===== config.mk =====
export PLATFORM = sky130hd
export DESIGN_NAME = alu_seq
export DESIGN_NICKNAME = d
export VERILOG_FILES = /design/src/rtl/alu_seq.sv
export SDC_FILE = /design/constraint.sdc
export NUM_CORES = 2
export LEC_CHECK = 0
export BUFFER_PORTS_ARGS = -buffer_cell sky130_fd_sc_hd__buf_2
export CORE_UTILIZATION = 39
export CTS_BUF_LIST = sky130_fd_sc_hd__clkbuf_4
export DETAILED_ROUTE_END_ITERATION = 6
export GPL_TIMING_DRIVEN = 0
export PLACE_DENSITY_LB_ADDON = 0.3
export SLEW_MARGIN = 20
export SYNTH_ARGS = -nofsm -noshare
export SYNTH_HDL_FRONTEND = slang
export SYNTH_SLANG_ARGS = --single-unit

===== constraint.sdc =====
create_clock -name clk -period 9.3 [get_ports clk]
set_input_delay 1.86 -clock clk [delete_from_list [all_inputs] [get_ports clk]]
set_output_delay 1.86 -clock clk [all_outputs]
set_load 0.01 [all_outputs]

===== src/rtl/alu_seq.sv =====
// Registered execute-stage ALU: single-cycle logic/shift/arith ops plus iterative
// signed/unsigned multiply and restoring divide producing a HI/LO pair.
module alu_seq #(
  parameter int BUS_WIDTH = 32,
  parameter int OP_BITS   = 4
) (
  input  logic                 clk,
  input  logic                 reset,
  input  logic                 i_valid,
  output logic                 i_ready,
  input  logic [BUS_WIDTH-1:0] A,
  input  logic [BUS_WIDTH-1:0] B,
  input  logic [OP_BITS-1:0]   OPCODE,
  output logic [BUS_WIDTH-1:0] RESULT_OUT,
  output logic [BUS_WIDTH-1:0] RESULT_HI,
  output logic                 zero_flag,
  output logic                 overflow_flag,
  output logic                 div_by_zero,
  output logic                 o_valid
);

  localparam int W   = BUS_WIDTH;
  localparam int SHW = $clog2(W);
  localparam int CW  = SHW + 1;

  localparam logic [OP_BITS-1:0] OP_SLL  = OP_BITS'(0);
  localparam logic [OP_BITS-1:0] OP_SRL  = OP_BITS'(1);
  localparam logic [OP_BITS-1:0] OP_SRA  = OP_BITS'(2);
  localparam logic [OP_BITS-1:0] OP_ADD  = OP_BITS'(3);
  localparam logic [OP_BITS-1:0] OP_AND  = OP_BITS'(4);
  localparam logic [OP_BITS-1:0] OP_OR   = OP_BITS'(5);
  localparam logic [OP_BITS-1:0] OP_XOR  = OP_BITS'(6);
  localparam logic [OP_BITS-1:0] OP_NOR  = OP_BITS'(7);
  localparam logic [OP_BITS-1:0] OP_SUB  = OP_BITS'(8);
  localparam logic [OP_BITS-1:0] OP_SLT  = OP_BITS'(9);
  localparam logic [OP_BITS-1:0] OP_MUL  = OP_BITS'(10);
  localparam logic [OP_BITS-1:0] OP_MULU = OP_BITS'(11);
  localparam logic [OP_BITS-1:0] OP_DIV  = OP_BITS'(12);
  localparam logic [OP_BITS-1:0] OP_DIVU = OP_BITS'(13);

  localparam logic [W-1:0] MOST_NEG = {1'b1, {(W-1){1'b0}}};

  typedef enum logic [1:0] {IDLE, MUL, DIV} state_t;

  typedef struct packed {
    logic [W-1:0] hi;
    logic [W-1:0] lo;
    logic         zero;
    logic         ovf;
    logic         dbz;
  } res_t;

  state_t        state_q, state_d;
  logic [CW-1:0] cnt_q, cnt_d;
  logic [W-1:0]  hi_q, hi_d, lo_q, lo_d, m_q, m_d;
  logic          neg_q, neg_d, rneg_q, rneg_d, ovf_q, ovf_d;
  res_t          res_q, res_d;
  logic          vld_q, vld_d;

  logic          is_mul_op, is_div_op, sgn_op, div_mode;
  logic [W-1:0]  abs_a, abs_b, op_a, op_b;
  logic [W-1:0]  s_hi, s_lo, s_m;
  logic [W:0]    mul_sum;
  logic [W-1:0]  mul_hi, mul_lo;
  logic [W:0]    div_sh;
  logic [W-1:0]  div_sub, div_hi, div_lo;
  logic          div_ge;
  logic [2*W-1:0] prod_f;
  logic [W-1:0]  quo_f, rem_f;
  logic [SHW-1:0] sh;
  logic [W-1:0]  sum, diff;
  res_t          alu_res;

  assign i_ready   = (state_q == IDLE);
  assign is_mul_op = (OPCODE == OP_MUL) || (OPCODE == OP_MULU);
  assign is_div_op = (OPCODE == OP_DIV) || (OPCODE == OP_DIVU);
  assign sgn_op    = (OPCODE == OP_MUL) || (OPCODE == OP_DIV);
  assign abs_a     = A[W-1] ? -A : A;
  assign abs_b     = B[W-1] ? -B : B;
  assign op_a      = sgn_op ? abs_a : A;
  assign op_b      = sgn_op ? abs_b : B;

  // The accept edge performs the first iteration on fresh operands, so the
  // busy phase only needs W-1 further edges.
  always_comb begin
    if (state_q == IDLE) begin
      div_mode = is_div_op;
      s_hi     = '0;
      s_lo     = is_div_op ? op_a : op_b;
      s_m      = is_div_op ? op_b : op_a;
    end else begin
      div_mode = (state_q == DIV);
      s_hi     = hi_q;
      s_lo     = lo_q;
      s_m      = m_q;
    end
  end

  // Shift-add multiply step: HI accumulates, LO shifts out multiplier bits.
  assign mul_sum = {1'b0, s_hi} + (s_lo[0] ? {1'b0, s_m} : {(W+1){1'b0}});
  assign mul_hi  = mul_sum[W:1];
  assign mul_lo  = {mul_sum[0], s_lo[W-1:1]};

  // Restoring divide step: HI is the partial remainder, LO shifts dividend
  // bits out and quotient bits in.
  assign div_sh  = {s_hi, s_lo[W-1]};
  assign div_ge  = (div_sh >= {1'b0, s_m});
  assign div_sub = div_sh[W-1:0] - s_m;
  assign div_hi  = div_ge ? div_sub : div_sh[W-1:0];
  assign div_lo  = {s_lo[W-2:0], div_ge};

  assign prod_f = neg_q  ? -{mul_hi, mul_lo} : {mul_hi, mul_lo};
  assign quo_f  = neg_q  ? -div_lo : div_lo;
  assign rem_f  = rneg_q ? -div_hi : div_hi;

  assign sh   = B[SHW-1:0];
  assign sum  = A + B;
  assign diff = A - B;

  always_comb begin
    alu_res = '0;
    unique case (OPCODE)
      OP_SLL: alu_res.lo = A << sh;
      OP_SRL: alu_res.lo = A >> sh;
      OP_SRA: alu_res.lo = W'($signed(A) >>> sh);
      OP_ADD: begin
        alu_res.lo  = sum;
        alu_res.ovf = (A[W-1] == B[W-1]) && (sum[W-1] != A[W-1]);
      end
      OP_AND: alu_res.lo = A & B;
      OP_OR:  alu_res.lo = A | B;
      OP_XOR: alu_res.lo = A ^ B;
      OP_NOR: alu_res.lo = ~(A | B);
      OP_SUB: begin
        alu_res.lo  = diff;
        alu_res.ovf = (A[W-1] != B[W-1]) && (diff[W-1] != A[W-1]);
      end
      OP_SLT: alu_res.lo = {{(W-1){1'b0}}, $signed(A) < $signed(B)};
      // Only reached with B == 0; non-zero divisors go through the iterative path.
      OP_DIV, OP_DIVU: begin
        alu_res.lo  = '1;
        alu_res.hi  = A;
        alu_res.dbz = 1'b1;
      end
      default: ;
    endcase
    if (OPCODE == OP_SUB || OPCODE == OP_SLT) alu_res.zero = (A == B);
    else                                      alu_res.zero = ({alu_res.hi, alu_res.lo} == '0);
  end

  always_comb begin
    state_d = state_q;
    cnt_d   = cnt_q;
    hi_d    = hi_q;
    lo_d    = lo_q;
    m_d     = m_q;
    neg_d   = neg_q;
    rneg_d  = rneg_q;
    ovf_d   = ovf_q;
    res_d   = res_q;
    vld_d   = 1'b0;
    unique case (state_q)
      IDLE: begin
        if (i_valid) begin
          if (is_mul_op || (is_div_op && B != '0)) begin
            state_d = is_mul_op ? MUL : DIV;
            cnt_d   = CW'(W - 1);
            hi_d    = div_mode ? div_hi : mul_hi;
            lo_d    = div_mode ? div_lo : mul_lo;
            m_d     = s_m;
            neg_d   = sgn_op && (A[W-1] ^ B[W-1]);
            rneg_d  = sgn_op && A[W-1];
            ovf_d   = (OPCODE == OP_DIV) && (A == MOST_NEG) && (B == '1);
          end else begin
            res_d = alu_res;
            vld_d = 1'b1;
          end
        end
      end
      MUL, DIV: begin
        hi_d  = div_mode ? div_hi : mul_hi;
        lo_d  = div_mode ? div_lo : mul_lo;
        cnt_d = cnt_q - 1'b1;
        if (cnt_q == CW'(1)) begin
          state_d = IDLE;
          vld_d   = 1'b1;
          res_d   = '0;
          if (state_q == MUL) begin
            res_d.hi   = prod_f[2*W-1:W];
            res_d.lo   = prod_f[W-1:0];
            res_d.zero = (prod_f == '0);
          end else begin
            res_d.hi   = rem_f;
            res_d.lo   = quo_f;
            res_d.ovf  = ovf_q;
            res_d.zero = ({rem_f, quo_f} == '0);
          end
        end
      end
      default: state_d = IDLE;
    endcase
  end

  always_ff @(posedge clk or posedge reset) begin
    if (reset) begin
      state_q <= IDLE;
      cnt_q   <= '0;
      hi_q    <= '0;
      lo_q    <= '0;
      m_q     <= '0;
      neg_q   <= 1'b0;
      rneg_q  <= 1'b0;
      ovf_q   <= 1'b0;
      res_q   <= '0;
      vld_q   <= 1'b0;
    end else begin
      state_q <= state_d;
      cnt_q   <= cnt_d;
      hi_q    <= hi_d;
      lo_q    <= lo_d;
      m_q     <= m_d;
      neg_q   <= neg_d;
      rneg_q  <= rneg_d;
      ovf_q   <= ovf_d;
      res_q   <= res_d;
      vld_q   <= vld_d;
    end
  end

  assign RESULT_OUT    = res_q.lo;
  assign RESULT_HI     = res_q.hi;
  assign zero_flag     = res_q.zero;
  assign overflow_flag = res_q.ovf;
  assign div_by_zero   = res_q.dbz;
  assign o_valid       = vld_q;

endmodule


==> impl_table.tex <==
\begin{tabular}{lr}
\hline
Metric & Value \\
\hline
\multicolumn{2}{l}{\textbf{Synthesis}} \\
Post-synth ARST share & 100.0\% \\
Post-synth EDFFs & 0 \\
Share of the synthesized area in the top cell type & about 14\% \\
Compound-Gate Fraction of Synth Area & between 30 and 40\% \\
Share of synthesized area occupied by flip-flops and latches & $\sim$14\% \\
Count of state elements after synthesis & approximately 180 \\
Basic-gate share of the synthesized area counting and, or, nand and nor cells & 26.80\% \\
List of most frequent post-synthesis cells & sky130\_fd\_sc\_hd\_\_nand2\_1, sky130\_fd\_sc\_hd\_\_nor2\_1, sky130\_fd\_sc\_hd\_\_o21ai\_0, sky130\_fd\_sc\_hd\_\_a21oi\_1, sky130\_fd\_sc\_hd\_\_clkbuf\_1 \\
Share of cell area taken by muxes after synthesis & under 10\% \\
Adder and majority cell fraction of the synthesized area & about 7.4\% \\
Warning count from the yosys run & 0 \\
Average instance area after synthesis & 6.913 sq um \\
Most used standard cell by instance count after synthesis & sky130\_fd\_sc\_hd\_\_nand2\_1 \\
Post-Synthesis Cell Area & just over 30,000 sq um \\
Cell type with the largest total area after synthesis & sky130\_fd\_sc\_hd\_\_dfrtp\_1 \\
XOR/XNOR share of the synthesized area & 5.996\% \\
Syn Inst Count & 4,374 \\
Cell types with the largest area share after synthesis & sky130\_fd\_sc\_hd\_\_dfrtp\_1, sky130\_fd\_sc\_hd\_\_ha\_1, sky130\_fd\_sc\_hd\_\_o21ai\_0 \\
Cell variety after synth & just under 100 \\
Dominant combinational cell family by area after synthesis & compound AO/OA/AOI/OAI gates \\
Synth Net Count & 4,622 \\
Ys flop type & sky130\_fd\_sc\_hd\_\_dfrtp\_1 \\
\multicolumn{2}{l}{\textbf{Timing}} \\
Tightest hold margin & $\sim$0.50 ns \\
Maximum frequency from static timing analysis & 105.8 MHz \\
Transition at the pin with the smallest max-transition slack & $\sim$1.4 ns \\
Setup clock skew after layout & about 0.045 ns \\
Final setup violation count & 1 \\
Relative slew margins & about a tenth \\
Final-report max-slew violation count & 0 \\
Min Tclk post-route & approximately 9.4 ns \\
Ratio of final minimum period to clock period & 101.6\% \\
Total negative slack for setup checks & -0.1499 ns \\
Final hold violations & 0 \\
Crit path setup slack, layout & -0.1499 ns \\
\multicolumn{2}{l}{\textbf{Floorplanning}} \\
Io pins & 140 \\
Die height & 280.4 um \\
Number of standard-cell rows in the floorplan & around 100 \\
Effective utilization at floorplan & 39.62\% \\
Die width & between 200 and 300 um \\
Placeable core area & approximately 76,000 sq um \\
Die Area & roughly 79,000 sq um \\
\multicolumn{2}{l}{\textbf{Setup path}} \\
Cell family contributing the most delay on the critical path & simple AND/OR/NAND/NOR gates \\
Capturing point of the worst reg2reg path & zero\_flag\$\_DFFE\_PP0P\_ \\
R2r setup slk & about 0.020 ns \\
Count of cells along the worst register-to-register path & 30 \\
Bufs and invs on worst path & 7 \\
Launch point of the critical path & A[14] \\
Startpoint Class & input pin \\
Critical path start-end classification & in2reg \\
CP required & just under 10 ns \\
CP max FO & 11 \\
Cell with the biggest individual delay on the critical path & sky130\_fd\_sc\_hd\_\_or4b\_2 \\
Slowest cell delay on critical path & between 0.8 and 0.9 ns \\
RR Startpoint & state\_q[1]\$\_DFFE\_PP0P\_ \\
Data arrival time of the critical path & 10.07 ns \\
Number of logic stages on the critical path including buffering & 26 \\
Capture point of the critical path & zero\_flag\$\_DFFE\_PP0P\_ \\
Type of destination of the critical path & flop \\
\multicolumn{2}{l}{\textbf{Detailed routing}} \\
DRC errors left & 5 \\
Drt first-iter violations & between 7,000 and 8,000 \\
Wire per inst & approximately 37 um \\
Detailed-route wire length & $\sim$210,000 um \\
Per-cell via count in the routed design & 7.249 \\
Remaining antenna violation count & 0 \\
Number of iterations in the first detailed-routing pass & 7 \\
Total number of vias & 40,730 \\
\multicolumn{2}{l}{\textbf{Global route}} \\
Grt total ovfl & 0 \\
Pin count of the biggest net entering global routing & a little under 100 \\
Initial antenna violation count & 24 \\
Overall track demand over capacity in global routing & roughly half \\
Wire length of the first global-routing pass & between 200,000 and 300,000 um \\
Number of global-route vias before repair & around 36,000 \\
\multicolumn{2}{l}{\textbf{Power}} \\
Static leakage & 13.51 nW \\
Power density over the cells & $\sim$450 nW/um\^{}2 \\
VDD IR-drop max & approximately 380 uV \\
\multicolumn{2}{l}{\textbf{Status}} \\
Failing checks & design-rule violations, negative setup slack \\
Run status & finished, violations left \\
\multicolumn{2}{l}{\textbf{Cells and area}} \\
Util after Layout & between 40\% and 50\% \\
Proportion of layout cells with a drive suffix above 1 & around an eighth \\
Relative area change from synthesis to final layout & 12.79\% \\
Final layout net count & slightly below 5,000 \\
\multicolumn{2}{l}{\textbf{Min path}} \\
Worst hold path depth & 2 \\
Worst hold-check path type & reg2reg \\
\multicolumn{2}{l}{\textbf{Clock tree}} \\
Clock transition at path regs & $\sim$0.20 ns \\
Cell at the root of the clock tree & sky130\_fd\_sc\_hd\_\_clkbuf\_4 \\
Buffer levels on the longest clock path & 2 \\
Clock tree from TritonCTS & built \\
Clock insertion delay at the later pin of the skew report & around 0.69 ns \\
CTS sink cnt & about 180 \\
Clock buffer count from CTS & 17 \\
Count of H-tree levels built during CTS & 4 \\
\multicolumn{2}{l}{\textbf{Placement}} \\
Count of buffers from port buffering & between 100 and 150 \\
Detailed placer's ending HPWL & between 150,000 and 200,000 um \\
Final GP Congestion & 1.185 \\
\multicolumn{2}{l}{\textbf{Run}} \\
Max-Cap Viols & 0 \\
\hline
\end{tabular}
[layer usage]
layer	wire length (um)	track usage, %	vias up
met5	397	0	-
met4	15800	30.01	28
met3	34670	24.72	853
met2	76600	66.47	3647
met1	81500	67.87	19560
li1	-	-	16640
[cells in the final DEF (no fill, tap or decap), types with 22 or more instances in the layout]
| cell type | n |
|---|---|
| sky130_fd_sc_hd__nand2_1 | 512 |
| sky130_fd_sc_hd__nor2_1 | 469 |
| sky130_fd_sc_hd__o21ai_0 | 373 |
| sky130_fd_sc_hd__a21oi_1 | 347 |
| sky130_fd_sc_hd__clkbuf_1 | 220 |
| sky130_fd_sc_hd__dfrtp_1 | 175 |
| sky130_fd_sc_hd__ha_1 | 164 |
| sky130_fd_sc_hd__buf_2 | 152 |
| sky130_fd_sc_hd__xnor2_1 | 139 |
| sky130_fd_sc_hd__inv_1 | 138 |
| sky130_fd_sc_hd__nor3_1 | 126 |
| sky130_fd_sc_hd__mux2i_1 | 107 |
| sky130_fd_sc_hd__nand3_1 | 104 |
| sky130_fd_sc_hd__nand4_1 | 62 |
| sky130_fd_sc_hd__a211oi_1 | 56 |
| sky130_fd_sc_hd__nor2b_1 | 54 |
| sky130_fd_sc_hd__a31oi_1 | 54 |
| sky130_fd_sc_hd__a21o_1 | 53 |
| sky130_fd_sc_hd__nor4_1 | 52 |
| sky130_fd_sc_hd__buf_4 | 50 |
| sky130_fd_sc_hd__xor2_1 | 47 |
| sky130_fd_sc_hd__o211ai_1 | 44 |
| sky130_fd_sc_hd__mux2_2 | 43 |
| sky130_fd_sc_hd__buf_1 | 37 |
| sky130_fd_sc_hd__and3_1 | 37 |
| sky130_fd_sc_hd__or3_1 | 37 |
| sky130_fd_sc_hd__a221oi_1 | 36 |
| sky130_fd_sc_hd__o31ai_1 | 34 |
| sky130_fd_sc_hd__nand2b_1 | 33 |
| sky130_fd_sc_hd__mux4_2 | 31 |
| sky130_fd_sc_hd__clkbuf_2 | 30 |
| sky130_fd_sc_hd__clkbuf_4 | 28 |
| sky130_fd_sc_hd__or4_1 | 28 |
| sky130_fd_sc_hd__o21a_1 | 28 |
| sky130_fd_sc_hd__and2_1 | 27 |
| sky130_fd_sc_hd__or2_2 | 24 |
| sky130_fd_sc_hd__a211o_1 | 24 |
| sky130_fd_sc_hd__a221o_1 | 22 |
[stage by stage]
stage / total power, mW / cells / area (sq um) / worst slack, ns
detailed placement: 13.09 / 5554 / 32510 / -4.759
CTS: 14.03 / 5595 / 33590 / 0.03994
global placement: 13.00 / 5542 / 32260 / -4.730
finish: 15.20 / 5618 / 34110 / -0.1499
global route: 15.57 / 5610 / 34090 / -0.02012
floorplan: 8.494 / 4374 / 30280 / 0.02469
[worst register-to-register path: cells and delay by family (launching register included)]
family | cells | cell delay, ns
compound gates | 8 | 2.41
xor+xnor | 1 | 0.26
fa+ha+maj | 3 | 1.01
buf+inv | 13 | 3.72
flops | 1 | 0.46
mux | 1 | 0.37
simple gates | 4 | 1.02
[registers in the layout (all words and copies together), names as in the netlist, 2 cells and up]
register,cells
RESULT_OUT,32
RESULT_HI,32
lo_q,32
m_q,32
hi_q,32
state_q,2
cnt_q,6
[layout make-up]
type | instances | area [sq um]
inverter | 154 | 606.8
clock inverter | 15 | 193.9
timing repair buffer | 192 | 1160
antenna | 10 | 25.02
multi-input combinational | 3701 | 24900
fill | 8144 | 42220
buffer | 324 | 1421
tap | 1030 | 1289
sequential | 175 | 4379
clock buffer | 17 | 127.6
[where the power goes]
part	internal [mW]	switching [mW]	total [mW]
logic	3.95	9.39	13.3
registers	1.12	0.222	1.34
clock network	0.151	0.372	0.523
[cell families after synthesis]
group / after synthesis
compound gates: 1435
xor+xnor: 207
fa+ha+maj: 177
buf+inv: 498
flops: 175
mux: 192
simple gates: 1690
[how the worst min path moves through the flow]
stage                                        start                        to  slack, ns
after floorplan               lo_q[14]$_DFFE_PP0P_      lo_q[14]$_DFFE_PP0P_       0.44
final                     RESULT_HI[8]$_DFFE_PP0P_  RESULT_HI[8]$_DFFE_PP0P_       0.50
after global placement        lo_q[14]$_DFFE_PP0P_      lo_q[14]$_DFFE_PP0P_       0.45
after global routing      RESULT_HI[8]$_DFFE_PP0P_  RESULT_HI[8]$_DFFE_PP0P_       0.52
after CTS                     lo_q[14]$_DFFE_PP0P_      lo_q[14]$_DFFE_PP0P_       0.49
after detailed placement      lo_q[14]$_DFFE_PP0P_      lo_q[14]$_DFFE_PP0P_       0.46
[repair_timing]
action                     in CTS  in global routing
gates resized for setup       158                 91
hold buffers                    0                  0
buffers inserted               24                 15
pin swaps                      19                 12
setup endpoints to repair      98                  8
gates cloned                    1                  0
No activity file was read; power rests on OpenSTA's default activity.
